File: src/rtl/mem_arbiter_pkg.sv
// mem_arbiter_pkg
// Shared types for the two-port memory arbiter: grant-owner encoding and
// the RISC-V load/store funct3 encodings (f3Ld / f3St).
package mem_arbiter_pkg;

    typedef enum logic [0:0] {
        OWN_M0 = 1'b0,
        OWN_M1 = 1'b1
    } owner_t;

    typedef enum logic [2:0] {
        F3_LB  = 3'b000,
        F3_LH  = 3'b001,
        F3_LW  = 3'b010,
        F3_LBU = 3'b100,
        F3_LHU = 3'b101
    } f3Ld;

    typedef enum logic [2:0] {
        F3_SB = 3'b000,
        F3_SH = 3'b001,
        F3_SW = 3'b010
    } f3St;

endpackage

File: src/rtl/mem_arbiter_access_chk.sv
// access_chk
// Combinational legality check for one port's command.
// Ports:
//   load, store  : access type (exactly one must be set)
//   funct3       : RISC-V load/store width encoding
//   addr_lo      : byte address bits [1:0]
//   illegal      : high when the command must not reach the RAM
module access_chk
    import mem_arbiter_pkg::*;
(
    input  logic       load,
    input  logic       store,
    input  logic [2:0] funct3,
    input  logic [1:0] addr_lo,
    output logic       illegal
);

    always_comb begin
        illegal = 1'b1;
        if (load && !store) begin
            case (funct3)
                F3_LB, F3_LBU: illegal = 1'b0;
                F3_LH, F3_LHU: illegal = addr_lo[0];
                F3_LW:         illegal = |addr_lo;
                default:       illegal = 1'b1;
            endcase
        end else if (store && !load) begin
            case (funct3)
                F3_SB:   illegal = 1'b0;
                F3_SH:   illegal = addr_lo[0];
                F3_SW:   illegal = |addr_lo;
                default: illegal = 1'b1;
            endcase
        end
    end

endmodule

File: src/rtl/mem_arbiter.sv
// mem_arbiter
// Two-port arbiter in front of a single-port RAM. Grants are issued in the
// same cycle as the request; responses (rvalid/err/rdata) follow one cycle
// later as registered pulses.
// Parameters:
//   FIXED_PRIO : 0 = round-robin on contention, 1 = port 0 always wins
// Ports:
//   clk, rst                 : clock, async active-high reset
//   mN_req/load/store        : port N request and access type
//   mN_funct3/addr/wdata     : port N command fields
//   mN_gnt                   : combinational grant
//   mN_rvalid/err/rdata      : registered response
//   ram_funct3/load/store/addr/wdata : RAM command (zero when idle)
//   ram_rdata                : combinational RAM read data
module mem_arbiter
    import mem_arbiter_pkg::*;
#(
    parameter int unsigned FIXED_PRIO = 0
) (
    input  logic        clk,
    input  logic        rst,

    input  logic        m0_req,
    input  logic        m0_load,
    input  logic        m0_store,
    input  logic [2:0]  m0_funct3,
    input  logic [31:0] m0_addr,
    input  logic [31:0] m0_wdata,
    output logic        m0_gnt,
    output logic        m0_rvalid,
    output logic [31:0] m0_rdata,
    output logic        m0_err,

    input  logic        m1_req,
    input  logic        m1_load,
    input  logic        m1_store,
    input  logic [2:0]  m1_funct3,
    input  logic [31:0] m1_addr,
    input  logic [31:0] m1_wdata,
    output logic        m1_gnt,
    output logic        m1_rvalid,
    output logic [31:0] m1_rdata,
    output logic        m1_err,

    output logic [2:0]  ram_funct3,
    output logic        ram_load,
    output logic        ram_store,
    output logic [31:0] ram_addr,
    output logic [31:0] ram_wdata,
    input  logic [31:0] ram_rdata
);

    owner_t last_gnt;
    logic   m0_ill;
    logic   m1_ill;
    logic   m0_wins;

    access_chk u_chk_m0 (
        .load    (m0_load),
        .store   (m0_store),
        .funct3  (m0_funct3),
        .addr_lo (m0_addr[1:0]),
        .illegal (m0_ill)
    );

    access_chk u_chk_m1 (
        .load    (m1_load),
        .store   (m1_store),
        .funct3  (m1_funct3),
        .addr_lo (m1_addr[1:0]),
        .illegal (m1_ill)
    );

    // Contention tie-break: the port that did not win last time goes next.
    always_comb begin
        if (FIXED_PRIO != 0) begin
            m0_wins = 1'b1;
        end else begin
            m0_wins = (last_gnt == OWN_M1);
        end
    end

    assign m0_gnt = !rst && m0_req && (!m1_req || m0_wins);
    assign m1_gnt = !rst && m1_req && !(m0_req && m0_wins);

    // Illegal commands still drive the other fields, but never strobe the RAM.
    always_comb begin
        ram_funct3 = '0;
        ram_load   = 1'b0;
        ram_store  = 1'b0;
        ram_addr   = '0;
        ram_wdata  = '0;
        if (m0_gnt) begin
            ram_funct3 = m0_funct3;
            ram_load   = m0_load  && !m0_ill;
            ram_store  = m0_store && !m0_ill;
            ram_addr   = m0_addr;
            ram_wdata  = m0_wdata;
        end else if (m1_gnt) begin
            ram_funct3 = m1_funct3;
            ram_load   = m1_load  && !m1_ill;
            ram_store  = m1_store && !m1_ill;
            ram_addr   = m1_addr;
            ram_wdata  = m1_wdata;
        end
    end

    always_ff @(posedge clk or posedge rst) begin
        if (rst) begin
            last_gnt  <= OWN_M1;
            m0_rvalid <= 1'b0;
            m0_err    <= 1'b0;
            m0_rdata  <= '0;
            m1_rvalid <= 1'b0;
            m1_err    <= 1'b0;
            m1_rdata  <= '0;
        end else begin
            if (m0_gnt) begin
                last_gnt <= OWN_M0;
            end else if (m1_gnt) begin
                last_gnt <= OWN_M1;
            end
            m0_rvalid <= m0_gnt;
            m0_err    <= m0_gnt && m0_ill;
            m0_rdata  <= (m0_gnt && m0_load && !m0_ill) ? ram_rdata : '0;
            m1_rvalid <= m1_gnt;
            m1_err    <= m1_gnt && m1_ill;
            m1_rdata  <= (m1_gnt && m1_load && !m1_ill) ? ram_rdata : '0;
        end
    end

endmodule
File: config.mk
export PLATFORM = sky130hd
export DESIGN_NAME = mem_arbiter
export DESIGN_NICKNAME = d
export VERILOG_FILES = /design/src/rtl/mem_arbiter_pkg.sv /design/src/rtl/mem_arbiter_access_chk.sv /design/src/rtl/mem_arbiter.sv
export SDC_FILE = /design/constraint.sdc
export NUM_CORES = 1
export LEC_CHECK = 0
export ABC_AREA = 1
export CELL_PAD_IN_SITES_DETAIL_PLACEMENT = 1
export CELL_PAD_IN_SITES_GLOBAL_PLACEMENT = 1
export CORE_MARGIN = 4
export CORE_UTILIZATION = 21
export DETAILED_ROUTE_END_ITERATION = 8
export GPL_TIMING_DRIVEN = 0
export MAX_ROUTING_LAYER = met4
export PLACE_DENSITY_LB_ADDON = 0.25
export SYNTH_ARGS = -nofsm -noshare
export SYNTH_HDL_FRONTEND = slang
export SYNTH_SLANG_ARGS = --single-unit
File: constraint.sdc
create_clock -name clk -period 4.76 [get_ports clk]
set_clock_uncertainty 0.15 [all_clocks]
set_input_delay 0.714 -clock clk [delete_from_list [all_inputs] [get_ports clk]]
set_output_delay 0.714 -clock clk [all_outputs]
set_load 0.005 [all_outputs]
==> results by group, run 1 <==
Cells and area
  – Finished Layout Cells: 833
  – Area of the multi-input gates: 1040 µm²
  – FILL cells: 1659
  – FF/Latch Area: 1730 µm²
  – Design Area, Final: 6790 µm²
  – Share of layout cells above drive strength 1: 6.94%
  – Area Growth Syn to Fin: 118%
  – Nets: 817

Clocking
  – Hold buffer count at cts: 0
  – Worst-case clock buffer depth: 2
  – Clock slew at reported path FFs: 60 ps
  – CTS tree: built
  – Number of levels in the clock H-tree: 3
  – Clock tree root driver cell: clkbuf_16
  – Sink Count: 69
  – Clk Latency, worst-skew pair: 330 ps
  – Resized Gates After CTS: 0
  – Setup bufs post-CTS: 0
  – Num CTS Buffers: 9

Drt
  – Routed Wire Length: 16000 µm
  – Vias: 3602
  – First-pass DRT Iterations: 4
  – DR WL/cell: 19.2 µm
  – Number of remaining DRC errors: 0
  – Drt first-iter violations: 166
  – Routed Antenna Nets: 0
  – Vias per inst: 4.32

Floorplanning
  – Top Ports: 313
  – Die height: 130 µm
  – Rows: 44
  – Std-Cell Core Area: 14500 µm²
  – Starting Density: 21.4%
  – Die width: 130 µm
  – Total die area: 16800 µm²

Yosys
  – Synth Area in Simple Gates: 14.6%
  – Avg Inst Size Synth: 9.72 µm²
  – Post-synth cell types: 17
  – Ys flop type: dfrtp_1
  – Fraction of synthesized area in multiplexers: 0%
  – Flops & latches, synth: 69
  – Synth warnings: 0
  – Post-Synth XOR/XNOR Area: 0%
  – Synth Area in Compound Gates: 18.8%
  – Post-Syn Area: 3110 µm²
  – Main combinational cell family by area after synthesis: compound AO/OA/AOI/OAI gates
  – Cells after Synth: 320
  – Post-synthesis adder-cell area fraction: 0%
  – Sequential share of the synthesized area: 55.5%
  – Post-synth net total: 494
  – Async set or reset register ratio after synthesis: 100%
  – Post-synth EDFFs: 0

Setup path
  – Setup crit end kind: output port
  – Worst Setup Start Kind: primary input
  – R2R depth: 5
  – Worst reg2reg path startpoint: last_gnt
  – Worst EP arrival: 3430 ps
  – Worst EP required: 3900 ps
  – Crit Path Category: primary input to output port
  – Max FO, Critical Path: 71
  – RR Endpoint: m0_rdata[9]
  – R2r setup slk: 3090 ps

Global route
  – Total global-route track usage: 18.8%
  – Global route overflow: 0
  – Largest net degree at the start of global routing: 72
  – Initial antenna violation count: 1
  – Vias in the first global route: 3848
  – Wire length of the first global-routing pass: 23100 µm

Placed design
  – Placed Cells: 816
  – Routability cong.: 0.927
  – Port Buffers: 312
  – Final HPWL DP: 13300 µm
  – Placed cell areas: 6470 µm²

Timing
  – Hold_ws: 340 ps
  – # setup viols final: 0
  – Max Freq: 233 MHz
  – Pins Over Slew Limit: 0
  – RSZ-0062 raised after global routing: false
  – Relative slew slack: 43.0%
  – Fin crit share: 90.2%
  – Setup TNS: 0 ps
  – Worst slew pin tran: 855 ps
  – Hold Violations, Final: 0
  – Crit path time final: 4300 ps

Power
  – Final Power: 1710 µW
  – Worst vdd ir: 0.000206 V
  – Lkg Pwr: 0.00313 µW
  – Power Dens Cells: 252 nW/µm²

Min path
  – Min-Delay Path Depth: 2
  – Hold Path End: last_gnt
  – Hold/Removal Path Class: register to register
  – Hold path start: last_gnt

Run
  – Max Cap Viol: 0

Status
  – Run status: completed
cell families after synthesis:
kind of cell | count (synthesis)
and+or+nand+nor | 109
buffers and inverters | 73
DFF | 69
AOI/OAI and AO/OA | 69
worst max-delay path, cell delays in order:
cell and delay [ps]:
clkdlybuf4s50_1 440, inv_4 620, nand2_1 190, nor2_2 250
buf_4 210, buf_4 200, a22o_1 210, clkdlybuf4s50_1 550
layer usage:
metal | part of all wire [%] | vias up | GRT usage, %
met5 | 0 | - | -
met4 | 2.0 | 0 | 4.40
met3 | 8.1 | 18 | 5.44
met2 | 53 | 148 | 34.3
met1 | 37 | 1740 | 20.0
li1 | - | 1696 | -
power breakdown:
| part | switching [µW] | internal, µW |
|---|---|---|
| clock | 260 | 461 |
| sequential | 3.28 | 596 |
| combinational | 136 | 257 |
| total | 399 | 1310 |
synth_stat cells, types with 3 or more instances:
cell / n / area share, %
nand4_1: 3 / 0.60
dfrtp_1: 68 / 55
nor2_1: 77 / 9.3
inv_2: 3 / 0.36
inv_1: 50 / 6.0
o22ai_1: 5 / 1.0
buf_2: 7 / 1.1
nand3_1: 6 / 0.97
nand2_1: 18 / 2.2
buf_4: 9 / 2.2
a22o_1: 62 / 17
buf_6: 4 / 1.4
sequential cells by signal (all words and copies together), names as in the netlist:
register / flops
m1_rvalid: 1
m0_rdata: 32
m1_rdata: 32
m0_err: 1
last_gnt: 1
m1_err: 1
m0_rvalid: 1
layout make-up:
cell class	instances	share of cell area (%)
Timing Repair Buffer	312	46.0
Clock buffer	9	3.32
Buffer	20	2.17
Sequential cell	69	25.4
Inverter	53	2.97
Multi-Input combinational cell	178	15.3
Antenna cell	1	0.0368
Clock inverter	7	1.44
Tap cell	184	3.39
cell usage in the layout (no fill, tap or decap):
master / count
nand3_1: 6
o22ai_1: 5
diode_2: 1
nand4_1: 3
dfrtp_1: 68
nor2_2: 2
buf_2: 7
nand2_1: 18
bufinv_16: 2
clkinvlp_4: 2
inv_4: 1
inv_6: 2
nand3_2: 1
nand4_2: 2
a22o_1: 62
inv_2: 2
nor2_1: 77
dfstp_2: 1
inv_1: 50
clkinv_2: 1
clkbuf_16: 9
buf_6: 4
clkdlybuf4s50_1: 312
o21ai_1: 2
buf_4: 9
stage by stage:
stage               utilization (%)  worst slack [ps]
finish                         46.7               464
global route                   46.7               187
CTS                            46.7               381
detailed placement             44.5               401
global placement               44.5              49.9
floorplan                         -              1530
worst max path at each step:
stage | start | to | cells after the start
2_1_floorplan | rst | ram_addr[10] | 6
3_3_place_gp | rst | ram_addr[18] | 8
3_5_place_dp | rst | ram_wdata[14] | 8
4_1_cts | rst | ram_wdata[14] | 8
5_1_grt | rst | ram_wdata[14] | 8
6_report | rst | ram_wdata[14] | 8
(Power assumes the default switching activity.)
==> run 2, diff against run 1 <==
Settings changed: CORE_ASPECT_RATIO set to 0.6.
==> run 2 against run 1 <==
Net effect:
- highest routed layer unchanged
- utilization is essentially flat
- count of clock-buffer cells in the layout grew 1
- final cell count grew 1.6%
- flip-flop and latch count is the same
==> results by group, run 2 (same netlist as run 1, synthesis figures left out) <==
Floorplanning
  – Std-Cell Core Area: 14500 µm² (-0.19%)
  – Starting Density: 21.5% (+0.041 points)
  – Die height: 102 µm (-21%)
  – Total die area: 16900 µm² (+0.38%)
  – Rows: 34 (-23%)
  – Die width: 165 µm (+27%)
  – Top Ports: 313 (unchanged)

Cells and area
  – Design Area, Final: 6780 µm² (-0.22%)
  – Share of layout cells above drive strength 1: 6.79% (-0.15 points)
  – Area Growth Syn to Fin: 118%
  – Final core occ: 46.7% (about the same)
  – Nets: 817 (unchanged)
  – Biggest regs: m0_rdata (32), m1_rdata (32)
  – Most frequent cells in the layout: clkdlybuf4s50_1, nor2_1, dfrtp_1, a22o_1, inv_1
  – FILL cells: 1621 (-2.3%)
  – Commonest non-fill, non-tap cell in the layout: clkdlybuf4s50_1
  – Number of antenna cells inserted: 0 (-1)

Setup path
  – Worst EP required: 3900 ps (about the same)
  – R2R depth: 5 (unchanged)
  – R2r setup slk: 3030 ps (-60 ps)
  – Crit Path Category: primary input to output port
  – Worst EP arrival: 3490 ps (+60 ps)
  – Setup crit end kind: output port
  – Max FO, Critical Path: 71 (unchanged)
  – Worst Setup Start Kind: primary input

Clocking
  – Clock slew at reported path FFs: 50 ps (about the same)
  – Hold buffer count at cts: 0 (unchanged)
  – CTS tree: built
  – Worst-case clock buffer depth: 2 (unchanged)
  – Sink Count: 69 (unchanged)
  – Clock tree root driver cell: clkbuf_16
  – Setup bufs post-CTS: 0 (unchanged)
  – Num CTS Buffers: 9 (unchanged)
  – Number of levels in the clock H-tree: 3 (unchanged)
  – Clk Latency, worst-skew pair: 320 ps (about the same)
  – Resized Gates After CTS: 0 (unchanged)

Status
  – Run status: completed

Drt
  – DR WL/cell: 18.2 µm (-5.4%)
  – Vias: 3568 (-0.94%)
  – Vias per inst: 4.22 (-2.5%)
  – Routed Wire Length: 15400 µm (-4.0%)
  – First-pass DRT Iterations: 4 (unchanged)
  – Drt first-iter violations: 160 (-3.6%)
  – Number of remaining DRC errors: 0 (unchanged)
  – Routed Antenna Nets: 0 (unchanged)

Timing
  – Relative slew slack: 43.4% (+0.37 points)
  – Setup TNS: 0 ps (unchanged)
  – RSZ-0062 raised after global routing: false
  – Hold Violations, Final: 0 (unchanged)
  – Fin crit share: 91.5% (+1.3 points)
  – Max Freq: 230 MHz (-1.4%)
  – Final WS setup: 404 ps (-60.6 ps)
  – Pins Over Slew Limit: 0 (unchanged)
  – Worst slew pin tran: 849 ps (-5.53 ps)
  – Crit path time final: 4360 ps (+60.6 ps)
  – # setup viols final: 0 (unchanged)

Placed design
  – Port Buffers: 312 (unchanged)
  – Final HPWL DP: 12800 µm (-3.4%)
  – Placed cell areas: 6480 µm² (+0.27%)
  – Pre-CTS setup slack: 249 ps (-153 ps)
  – Routability cong.: 0.768 (-17%)

Power
  – Worst vdd ir: 0.000153 V (-26%)
  – Lkg Pwr: 0.00312 µW (-0.45%)
  – Power Dens Cells: 243 nW/µm² (-3.7%)
  – Final Power: 1650 µW (-3.9%)

Global route
  – Largest net degree at the start of global routing: 72 (unchanged)
  – Wire length of the first global-routing pass: 22300 µm (-3.7%)
  – Initial antenna violation count: 0 (-1)
  – Global route overflow: 0 (unchanged)
  – Total global-route track usage: 17.8% (-0.93 points)
  – Vias in the first global route: 3946 (+2.5%)

Run
  – Max Cap Viol: 0 (unchanged)

Min path
  – Hold/Removal Path Class: register to register
  – Min-Delay Path Depth: 2 (unchanged)
[run 2: cell count changes in the layout (fill, tap and decap cells not counted), sizes merged]
cell / previous run / this run
clkinv: 1 / 3
diode: 1 / 0
clkbuf: 9 / 10
bufinv: 2 / 1
inv: 55 / 53
[run 2: final timing paths]
| check | from | endpoint |
|---|---|---|
| max | rst | ram_load |
| min | last_gnt | last_gnt |
| max reg2reg | last_gnt | m0_rdata[6] |
| min reg2reg | last_gnt | last_gnt |
| max in group asynchronous | rst | m0_rdata[6] |
| min in group asynchronous | rst | m1_rdata[18] |
[run 2: report_power, final]
| group | internal, µW | total [µW] | switching (µW) |
|---|---|---|---|
| clock | 404 | 651 | 247 |
| combinational | 257 | 395 | 138 |
| sequential | 596 | 600 | 3.29 |
| total | 1260 | 1650 | 389 |
[run 2: critical path, cell delays in order]
cell and delay (ps):
clkdlybuf4s50_1 440, inv_4 630, nand2_1 190, nor2_2 290, nand4_2 290, buf_2 290
nand2_1 90, clkdlybuf4s50_1 540
[run 2: area by class of cell]
cell class              instances  area, µm²  area share (%)
flip-flops and latches         69       1730            25.5
inverters                      53        201            2.97
plain buffers                  20        148            2.18
clock buffers                  10        229            3.38
multi-input cells             178       1040            15.3
well taps                     198        248            3.66
clock inverters                 6       63.8           0.941
repair buffers                312       3120            46.1
[run 2: per-stage QoR]
| step | hold WS (ps) | cells |
|---|---|---|
| floorplan | 304 | 320 |
| global placement | 315 | 830 |
| detailed placement | 318 | 830 |
| CTS | 328 | 846 |
| global route | 346 | 846 |
| finish | 329 | 846 |
[run 2: routing by layer]
layer	wire [µm]	GRT usage (%)	vias up
met1	6390	22.3	1725
met2	7840	29.2	130
met4	187	3.83	0
met3	947	4.88	19
li1	-	-	1694
met5	0	-	-
